==> config.mk <==
export PLATFORM = sky130hd
export DESIGN_NAME = counter_gen_flat
export DESIGN_NICKNAME = d
export VERILOG_FILES = /design/src/rtl/counter_gen_pkg.sv /design/src/rtl/counter_gen_if.sv /design/src/rtl/counter_gen_prescaler.sv /design/src/rtl/counter_gen.sv /design/src/flat_wrapper.sv
export SDC_FILE = /design/constraint.sdc
export NUM_CORES = 1
export LEC_CHECK = 0
export CAP_MARGIN = 20
export CORE_ASPECT_RATIO = 0.7
export CORE_MARGIN = 5
export CORE_UTILIZATION = 54
export CTS_CLUSTER_DIAMETER = 50
export CTS_CLUSTER_SIZE = 40
export DETAILED_ROUTE_END_ITERATION = 10
export PLACE_DENSITY = 0.94
export SLEW_MARGIN = 40
export SYNTH_ARGS = -nofsm -noshare
export SYNTH_HDL_FRONTEND = slang
export SYNTH_SLANG_ARGS = --single-unit
==> constraint.sdc <==
create_clock -name clk -period 8.18 [get_ports clk]
set_clock_uncertainty 0.2 [all_clocks]
set_input_delay 1.227 -clock clk [delete_from_list [all_inputs] [get_ports clk]]
set_output_delay 1.227 -clock clk [all_outputs]
set_load 0.01 [all_outputs]
==> src/rtl/counter_gen_pkg.sv <==
// Shared types for counter_gen: counting modes and direction encoding.
package counter_gen_pkg;

  typedef enum logic [1:0] {
    CNT_UP     = 2'b00,
    CNT_DOWN   = 2'b01,
    CNT_UPDOWN = 2'b10,
    CNT_HOLD   = 2'b11
  } cnt_mode_e;

  typedef enum logic {
    DIR_DOWN = 1'b0,
    DIR_UP   = 1'b1
  } dir_e;

endpackage

==> src/rtl/counter_gen_if.sv <==
// Control/status bundle of counter_gen. master = controller side, slave = counter side.
interface counter_gen_if #(
  parameter int WIDTH      = 8,
  parameter int PRESCALE_W = 4
) ();
  import counter_gen_pkg::*;

  // No handshake: every control input is a level sampled on each rising edge,
  // and every status output is valid continuously (cmp_match combinationally).
  logic                  en;
  logic                  clr;
  logic                  load;
  logic [WIDTH-1:0]      load_val;
  cnt_mode_e             mode;
  logic                  sat;
  logic [WIDTH-1:0]      max_val;
  logic [WIDTH-1:0]      cmp_val;
  logic [PRESCALE_W-1:0] presc_div;
  logic [WIDTH-1:0]      counter_out;
  logic                  dir;
  logic                  tc;
  logic                  cmp_match;

  modport master (
    output en, clr, load, load_val, mode, sat, max_val, cmp_val, presc_div,
    input  counter_out, dir, tc, cmp_match
  );

  modport slave (
    input  en, clr, load, load_val, mode, sat, max_val, cmp_val, presc_div,
    output counter_out, dir, tc, cmp_match
  );

endinterface

==> src/rtl/counter_gen_prescaler.sv <==
// Enable-gated clock-step prescaler: tick once every presc_div+1 enabled cycles.
module counter_prescaler #(
  parameter int PRESCALE_W = 4
) (
  input  logic                  clk,
  input  logic                  rst_n,
  input  logic                  en,
  input  logic                  sync_clr,
  input  logic [PRESCALE_W-1:0] presc_div,
  output logic                  tick
);

  logic [PRESCALE_W-1:0] cnt_q;

  assign tick = (cnt_q == presc_div);

  always_ff @(posedge clk or negedge rst_n) begin
    if (!rst_n) begin
      cnt_q <= '0;
    end else if (sync_clr) begin
      cnt_q <= '0;
    end else if (en) begin
      cnt_q <= tick ? '0 : cnt_q + PRESCALE_W'(1);
    end
  end

endmodule

==> src/rtl/counter_gen.sv <==
// Multi-mode counter: up/down/up-down, wrap or saturate, load/clear, compare and terminal count.
// Optional prescaler compiled in with COUNTER_GEN_PRESCALER_EN.
module counter_gen
  import counter_gen_pkg::*;
#(
  parameter int WIDTH      = 8,
  parameter int RESET_VAL  = 0,
  parameter int PRESCALE_W = 4
) (
  input  logic          clk,
  input  logic          rst_n,
  counter_gen_if.slave  bus
);

  localparam logic [WIDTH-1:0] RST_V = WIDTH'(RESET_VAL);

  logic [WIDTH-1:0] cnt_q, cnt_d;
  dir_e             dir_q, dir_d;
  logic             tc_q, tc_d;
  logic             tick;
  logic             step;
  logic [WIDTH-1:0] max_v;

  assign max_v = bus.max_val;

`ifdef COUNTER_GEN_PRESCALER_EN
  counter_prescaler #(
    .PRESCALE_W (PRESCALE_W)
  ) u_prescaler (
    .clk       (clk),
    .rst_n     (rst_n),
    .en        (bus.en),
    .sync_clr  (bus.clr | bus.load),
    .presc_div (bus.presc_div),
    .tick      (tick)
  );
`else
  logic unused_presc_div;
  assign unused_presc_div = ^bus.presc_div;
  assign tick = 1'b1;
`endif

  assign step = bus.en & tick;

  always_ff @(posedge clk or negedge rst_n) begin
    if (!rst_n) begin
      cnt_q <= RST_V;
      dir_q <= DIR_UP;
      tc_q  <= 1'b0;
    end else begin
      cnt_q <= cnt_d;
      dir_q <= dir_d;
      tc_q  <= tc_d;
    end
  end

  // dir_q is the up-down FSM state; the fixed modes force it on each step.
  always_comb begin
    cnt_d = cnt_q;
    dir_d = dir_q;
    tc_d  = 1'b0;
    if (bus.clr) begin
      cnt_d = RST_V;
      dir_d = DIR_UP;
    end else if (bus.load) begin
      cnt_d = bus.load_val;
    end else if (step) begin
      case (bus.mode)
        CNT_UP: begin
          dir_d = DIR_UP;
          if (cnt_q >= max_v) begin
            tc_d  = 1'b1;
            cnt_d = bus.sat ? cnt_q : '0;
          end else begin
            cnt_d = cnt_q + WIDTH'(1);
          end
        end
        CNT_DOWN: begin
          dir_d = DIR_DOWN;
          if (cnt_q == '0) begin
            tc_d  = 1'b1;
            cnt_d = bus.sat ? '0 : max_v;
          end else begin
            cnt_d = cnt_q - WIDTH'(1);
          end
        end
        CNT_UPDOWN: begin
          if (dir_q == DIR_UP) begin
            if (cnt_q >= max_v) begin
              tc_d  = 1'b1;
              dir_d = DIR_DOWN;
              cnt_d = (max_v == '0) ? '0 : max_v - WIDTH'(1);
            end else begin
              cnt_d = cnt_q + WIDTH'(1);
            end
          end else begin
            if (cnt_q == '0) begin
              tc_d  = 1'b1;
              dir_d = DIR_UP;
              cnt_d = (max_v == '0) ? '0 : WIDTH'(1);
            end else begin
              cnt_d = cnt_q - WIDTH'(1);
            end
          end
        end
        default: begin
          cnt_d = cnt_q;
        end
      endcase
    end
  end

  assign bus.counter_out = cnt_q;
  assign bus.dir         = dir_q;
  assign bus.tc          = tc_q;
  assign bus.cmp_match   = (cnt_q == bus.cmp_val);

endmodule
==> src/flat_wrapper.sv <==
// flat-port wrapper written by rule: the top's interface ports become plain ports
module counter_gen_flat import counter_gen_pkg::*;
#(
  parameter int WIDTH      = 8,
  parameter int RESET_VAL  = 0,
  parameter int PRESCALE_W = 4
)
  (clk, rst_n, bus_en, bus_clr, bus_load, bus_load_val, bus_mode, bus_sat, bus_max_val, bus_cmp_val, bus_presc_div, bus_counter_out, bus_dir, bus_tc, bus_cmp_match);
  counter_gen_if #(.WIDTH(WIDTH), .PRESCALE_W(PRESCALE_W)) bus_i ();
  input  logic clk;
  input  logic rst_n;
  input wire logic [$bits(bus_i.en)-1:0] bus_en;
  input wire logic [$bits(bus_i.clr)-1:0] bus_clr;
  input wire logic [$bits(bus_i.load)-1:0] bus_load;
  input wire logic [$bits(bus_i.load_val)-1:0] bus_load_val;
  input wire logic [$bits(bus_i.mode)-1:0] bus_mode;
  input wire logic [$bits(bus_i.sat)-1:0] bus_sat;
  input wire logic [$bits(bus_i.max_val)-1:0] bus_max_val;
  input wire logic [$bits(bus_i.cmp_val)-1:0] bus_cmp_val;
  input wire logic [$bits(bus_i.presc_div)-1:0] bus_presc_div;
  output wire logic [$bits(bus_i.counter_out)-1:0] bus_counter_out;
  output wire logic [$bits(bus_i.dir)-1:0] bus_dir;
  output wire logic [$bits(bus_i.tc)-1:0] bus_tc;
  output wire logic [$bits(bus_i.cmp_match)-1:0] bus_cmp_match;
  assign bus_i.en = bus_en;
  assign bus_i.clr = bus_clr;
  assign bus_i.load = bus_load;
  assign bus_i.load_val = bus_load_val;
  assign bus_i.mode = bus_mode;
  assign bus_i.sat = bus_sat;
  assign bus_i.max_val = bus_max_val;
  assign bus_i.cmp_val = bus_cmp_val;
  assign bus_i.presc_div = bus_presc_div;
  assign bus_counter_out = bus_i.counter_out;
  assign bus_dir = bus_i.dir;
  assign bus_tc = bus_i.tc;
  assign bus_cmp_match = bus_i.cmp_match;
  counter_gen #(.WIDTH(WIDTH), .RESET_VAL(RESET_VAL), .PRESCALE_W(PRESCALE_W)) u_core (.clk(clk), .rst_n(rst_n), .bus(bus_i));
endmodule
# After elaboration in Yosys (flattened, before gate mapping)
# Cells that the tools add are included.
[totals] out_inout_bits=11 register_bits=10 inputBits=36 elab_cells=47
[classes] reduce_logical=9 n_lt_le_gt_ge=1 mux=26 add_sub_neg=3 eq_ne=5
[ops] cell="two-way mux 8 bit" n=11
[ops] cell="one-hot mux 8 bit (3 select lines)" n=1
[ops] cell="logical NOT 8 bit" n=2
[ops] cell="subtractor 8 x 1 -> 8 bit (second input constant)" n=2
[ops] cell="two-way mux 1 bit" n=12
[ops] cell="adder 8 x 1 -> 8 bit (second input constant)" n=1
[ops] cell="== test 8 bit" n=1
[ops] cell="greater-or-equal comparator 8 bit" n=1
[ops] cell="one-hot mux 1 bit (3 select lines)" n=2
[ops] cell="AND reduction 3 bit" n=2
[ops] cell="!= test 5 bit (second input constant)" n=1
[ops] cell="nonzero test 5 bit" n=1
[ops] cell="nonzero test 4 bit" n=1
[ops] cell="nonzero test 3 bit" n=1
[ops] cell="== test 2 x 1 -> 1 bit (second input constant)" n=1
[ops] cell="== test 2 bit (second input constant)" n=1
[ops] cell="logical NOT 2 bit" n=1
[ops] cell="!= test 2 bit (second input constant)" n=1
[ops] cell="nonzero test 2 bit" n=1

# Longest topological paths before layout
[logic_depth] ltp_word=8 depth_mapped=10 ltp_nobuf=8

# Worst setup path before layout
# No wires, ideal clock.
[synth_path] path_kind="in2reg" startpoint="in bus_max_val[7]" endpoint="reg u_core.cnt_q[5] (netlist: u_core.bus.counter_out[5])" setup_ns=0.120 t_required_ns=7.860 n_path_buf=0 cell_stages=8 t_arrival_ns=3.020 setup_slack_ns=4.839 cell_sequence="inv_1 ha_1 and3_1 a221o_1 a31o_2 o311ai_0 o311ai_0 o211a_1"
[synth_between] elab_chain_cells=8 word_cells_on_any_way=12 cone_classes="1 x order compare; 1 x eq/ne; 8 x mux; 2 x reduce/logical"
[synth_lines] item="start: declaration" line="flat_wrapper.sv:18" rtl="input wire logic [$bits(bus_i.max_val)-1:0] bus_max_val;"
[synth_lines] item="branches (longest 8 deep; another with greater-or-equal comparator 8 bit)"
[synth_lines] item="end signal: assignment" line="counter_gen.sv:51" rtl="cnt_q <= cnt_d;"
[synth_lines] item="end: declaration" line="counter_gen.sv:17" rtl="logic [WIDTH-1:0] cnt_q, cnt_d;"
# Several ways; the timed one is not identified. The select of a mux whose other input is x is not followed.
# A chain may end at the register's enable or synchronous reset.

# Final worst setup path
# Same ends and word-level chain as after synthesis.

==> results.py <==
metrics = {
    "sta": {
        "max_freq_ghz": 0.2301,
        "hold_slack_ps": 545.5,
        "hold_viol": 0,
        "tns_ps": 0,
        "slew_headroom_pct": 48.45,
        "maxSlewViolCount": 0,
        "worst_pin_slew_ps": 766.2,
        "finalCritPeriodShare_pct": 53.13,
        "grt_setup_unrepaired": "false",
        "fin_crit_ps": 4346,
        "setup_viol": 0,
    },
    "routing": {
        "dr.pass1.iters": 5,
        "via_per_inst": 6.738,
        "vias": 2210,
        "drt_wl_total_um": 6398,
        "routedWlPerCell_um": 19.51,
        "drtIter0Drc": 246,
        "ant_nets": 0,
        "drc": 0,
    },
    "final_layout": {
        "fin_nets": 332,
        "drive_above_1_share_pct": 5.396,
        "syn2layout_area_growth_pct": 24.22,
        "fin_area_um2": 2355,
        "diodes": 0,
        "layout_commonest_cell": "clkdlybuf4s50_1",
        "final_cell_mix": "clkdlybuf4s50_1 (42), inv_1 (21), xnor2_1 (21)",
    },
    "floorplanning": {
        "rows": 18,
        "coreArea_um2": 3446,
        "start_util_pct": 55.01,
        "fp.dieH_um": 59.57,
        "dieArea_um2": 4814,
        "io_pins": 47,
        "dieWidth_um": 80.82,
    },
    "synthesis": {
        "async_reset_ff_share_pct": 100.0,
        "synth.net_count": 297,
        "synth-seq-area-share_pct": 13.27,
        "synth_top_area_cell": "dfrtp_1",
        "yosysWarnings": 0,
        "synth-edff-count": 0,
        "ys.flop_type": "dfrtp_1",
        "netlist_instances": 244,
        "synth_area_um2": 1896,
        "synth_area_leaders": "dfrtp_1 (12%), ha_1 (11%), xnor2_1 (9.7%)",
        "yosys.area.top_type_share_pct": 11.88,
        "yosys.cell_types.count": 59,
        "ys_ff_latch": 10,
        "postSynthAreaPerCell_um2": 7.769,
    },
    "global_routing": {
        "grt_max_degree": 15,
        "grt_pass1_wl_um": 10130,
        "overflow": 0,
        "antenna_found_initial": 0,
        "grt_pass1_vias": 2104,
        "grtUsageTotal_pct": 27.38,
    },
    "placement": {
        "dpl_cell_area_um2": 2306,
        "place_congestion": 0.9781,
        "dp_hpwl_um": 4973,
        "numPortBuffers": 42,
    },
    "power_and_ir_drop": {
        "pwr_density_cell_nw_per_um2": 127.2,
        "clockPowerShare_pct": 18.7,
        "switching_share_pct": 44.60,
        "peakVddDrop_v": 0.00008327,
        "power.switching_uw": 133.6,
        "share_comb_of_total_power_pct": 55.8,
        "p_leak_nw": 0.9175,
        "internal_power_uw": 165.9,
        "seq_power_share_pct": 25.5,
    },
    "setup_path": {
        "crit_chain": "clkdlybuf4s50_1 > inv_1 > ha_1 > and3_1 > a221o_1 > a31o_2 > o311ai_0 > o311ai_0 > o211a_1",
        "cp-start-kind": "input pin",
        "crit_required_ps": 8120,
        "crit_type": "input pin to flop",
        "cp_max_fo": 12,
        "max_stage_delay_ps": 580,
        "reg2reg_depth": 8,
        "end_kind": "flop",
        "ff2ff_setup_slack_ps": 4780,
        "path_common_cell": "o311ai_0",
        "worstSetupStartpoint": "bus_max_val[7]",
        "arrival_ps": 4280,
        "r2r-start": "u_core.bus.counter_out[0]",
        "worst_path_max_delay_cell": "o311ai_0",
    },
    "run": {
        "drv_cap": 0,
    },
    "cts": {
        "cts_inserted_buffers": 3,
        "hold_buffers": 0,
        "cts_setup_buffers": 0,
        "cts.sinks": 10,
        "clk_latency_ps": 250,
        "clock_path_buffers": 2,
        "cts_tree": "built",
        "cts_resized": 0,
        "clock-root-buffer": "clkbuf_8",
        "clkSlewWorstSetupHoldPaths_ps": 50,
        "h-tree-depth": 1,
    },
    "worst_hold_path": {
        "min-delay-start": "u_core.bus.counter_out[7]",
        "holdPathStages": 2,
        "hp-class": "flop to flop",
    },
    "status": {
        "outcome": "finished, final reports clean",
    },
}
[state kept, by name, summed over array words and instances (netlist names)]
signal	cells
u_core.bus.counter_out	8
u_core.bus.tc	1
u_core.bus.dir	1
[critical path, delay by kind of cell]
family                     cells  cell delay, ps
buffers and inverters          2             640
AOI/OAI and AO/OA              5            1860
adders and majority gates      1             320
and+or+nand+nor                1             240
[per-layer routing]
metal / vias to the layer above / track usage [%] / routed length [um] / part of all wire [%]
met5: - / 0 / 0 / 0
met4: 0 / 4.578 / 88 / 1.4
met3: 14 / 8.055 / 781 / 12
met2: 149 / 44.68 / 2793 / 44
met1: 1039 / 36.46 / 2735 / 43
li1: 1008 / - / - / -
[synth_stat cells, types with 4 or more instances]
cell type,count
o211a_1,4
o211ai_1,8
nand4_1,5
clkbuf_1,5
o21ai_0,6
inv_1,21
nand2_1,13
buf_2,4
nor3_1,9
ha_1,17
a31oi_1,8
xnor2_1,21
dfrtp_1,9
a21oi_1,6
nor3b_1,4
nor2_1,18
a221oi_1,4
o31ai_1,6
and3_1,6
nand3_1,7
a311oi_1,4
[cells by family (layout without fill, tap and decap cells)]
family	Yosys count	after routing	share of synthesized area [%]
multiplexers	2	2	1.056
AND/OR/NAND/NOR	82	82	24.75
adder cells (fa/ha/maj)	17	17	11.22
XOR/XNOR	22	22	10.17
buffers and inverters	34	68	8.383
AO/OA/AOI/OAI	77	77	31.16
flip-flops	10	10	13.27
[layout make-up]
cell class	count	area, um^2
Tap cell	50	62.56
Fill cell	299	1091
Clock buffer	4	45.04
Sequential cell	10	251.5
Timing Repair Buffer	43	427.9
Multi-Input combinational cell	200	1489
Inverter	21	78.83
[power groups by stage]
stage / Sequential [mW] / Combinational (mW) / Clock, mW
2_1_floorplan: 0.0646 / 0.116 / 0
3_3_place_gp: 0.0758 / 0.158 / 0
3_5_place_dp: 0.0761 / 0.161 / 0
4_1_cts: 0.0753 / 0.162 / 0.0558
5_1_grt: 0.0777 / 0.180 / 0.0573
6_report: 0.0763 / 0.167 / 0.0560
[per-stage QoR]
stage	std cells	utilization, %	power [mW]	setup WS [ps]
2_1_floorplan	244	-	0.1803	4839
3_3_place_gp	324	66.92	0.2339	3703
3_5_place_dp	324	66.92	0.2373	3723
4_1_cts	328	68.23	0.2933	3970
5_1_grt	328	68.34	0.3149	3768
6_report	328	68.34	0.2994	3834
[worst paths after layout]
kind	to
min in group asynchronous	u_core.bus.counter_out[6]
setup reg to reg	u_core.bus.counter_out[5]
setup / recovery	u_core.bus.counter_out[5]
hold reg to reg	u_core.bus.counter_out[7]
hold / removal	u_core.bus.counter_out[7]
max in group asynchronous	u_core.bus.dir
No activity file was read; power rests on OpenSTA's default activity.
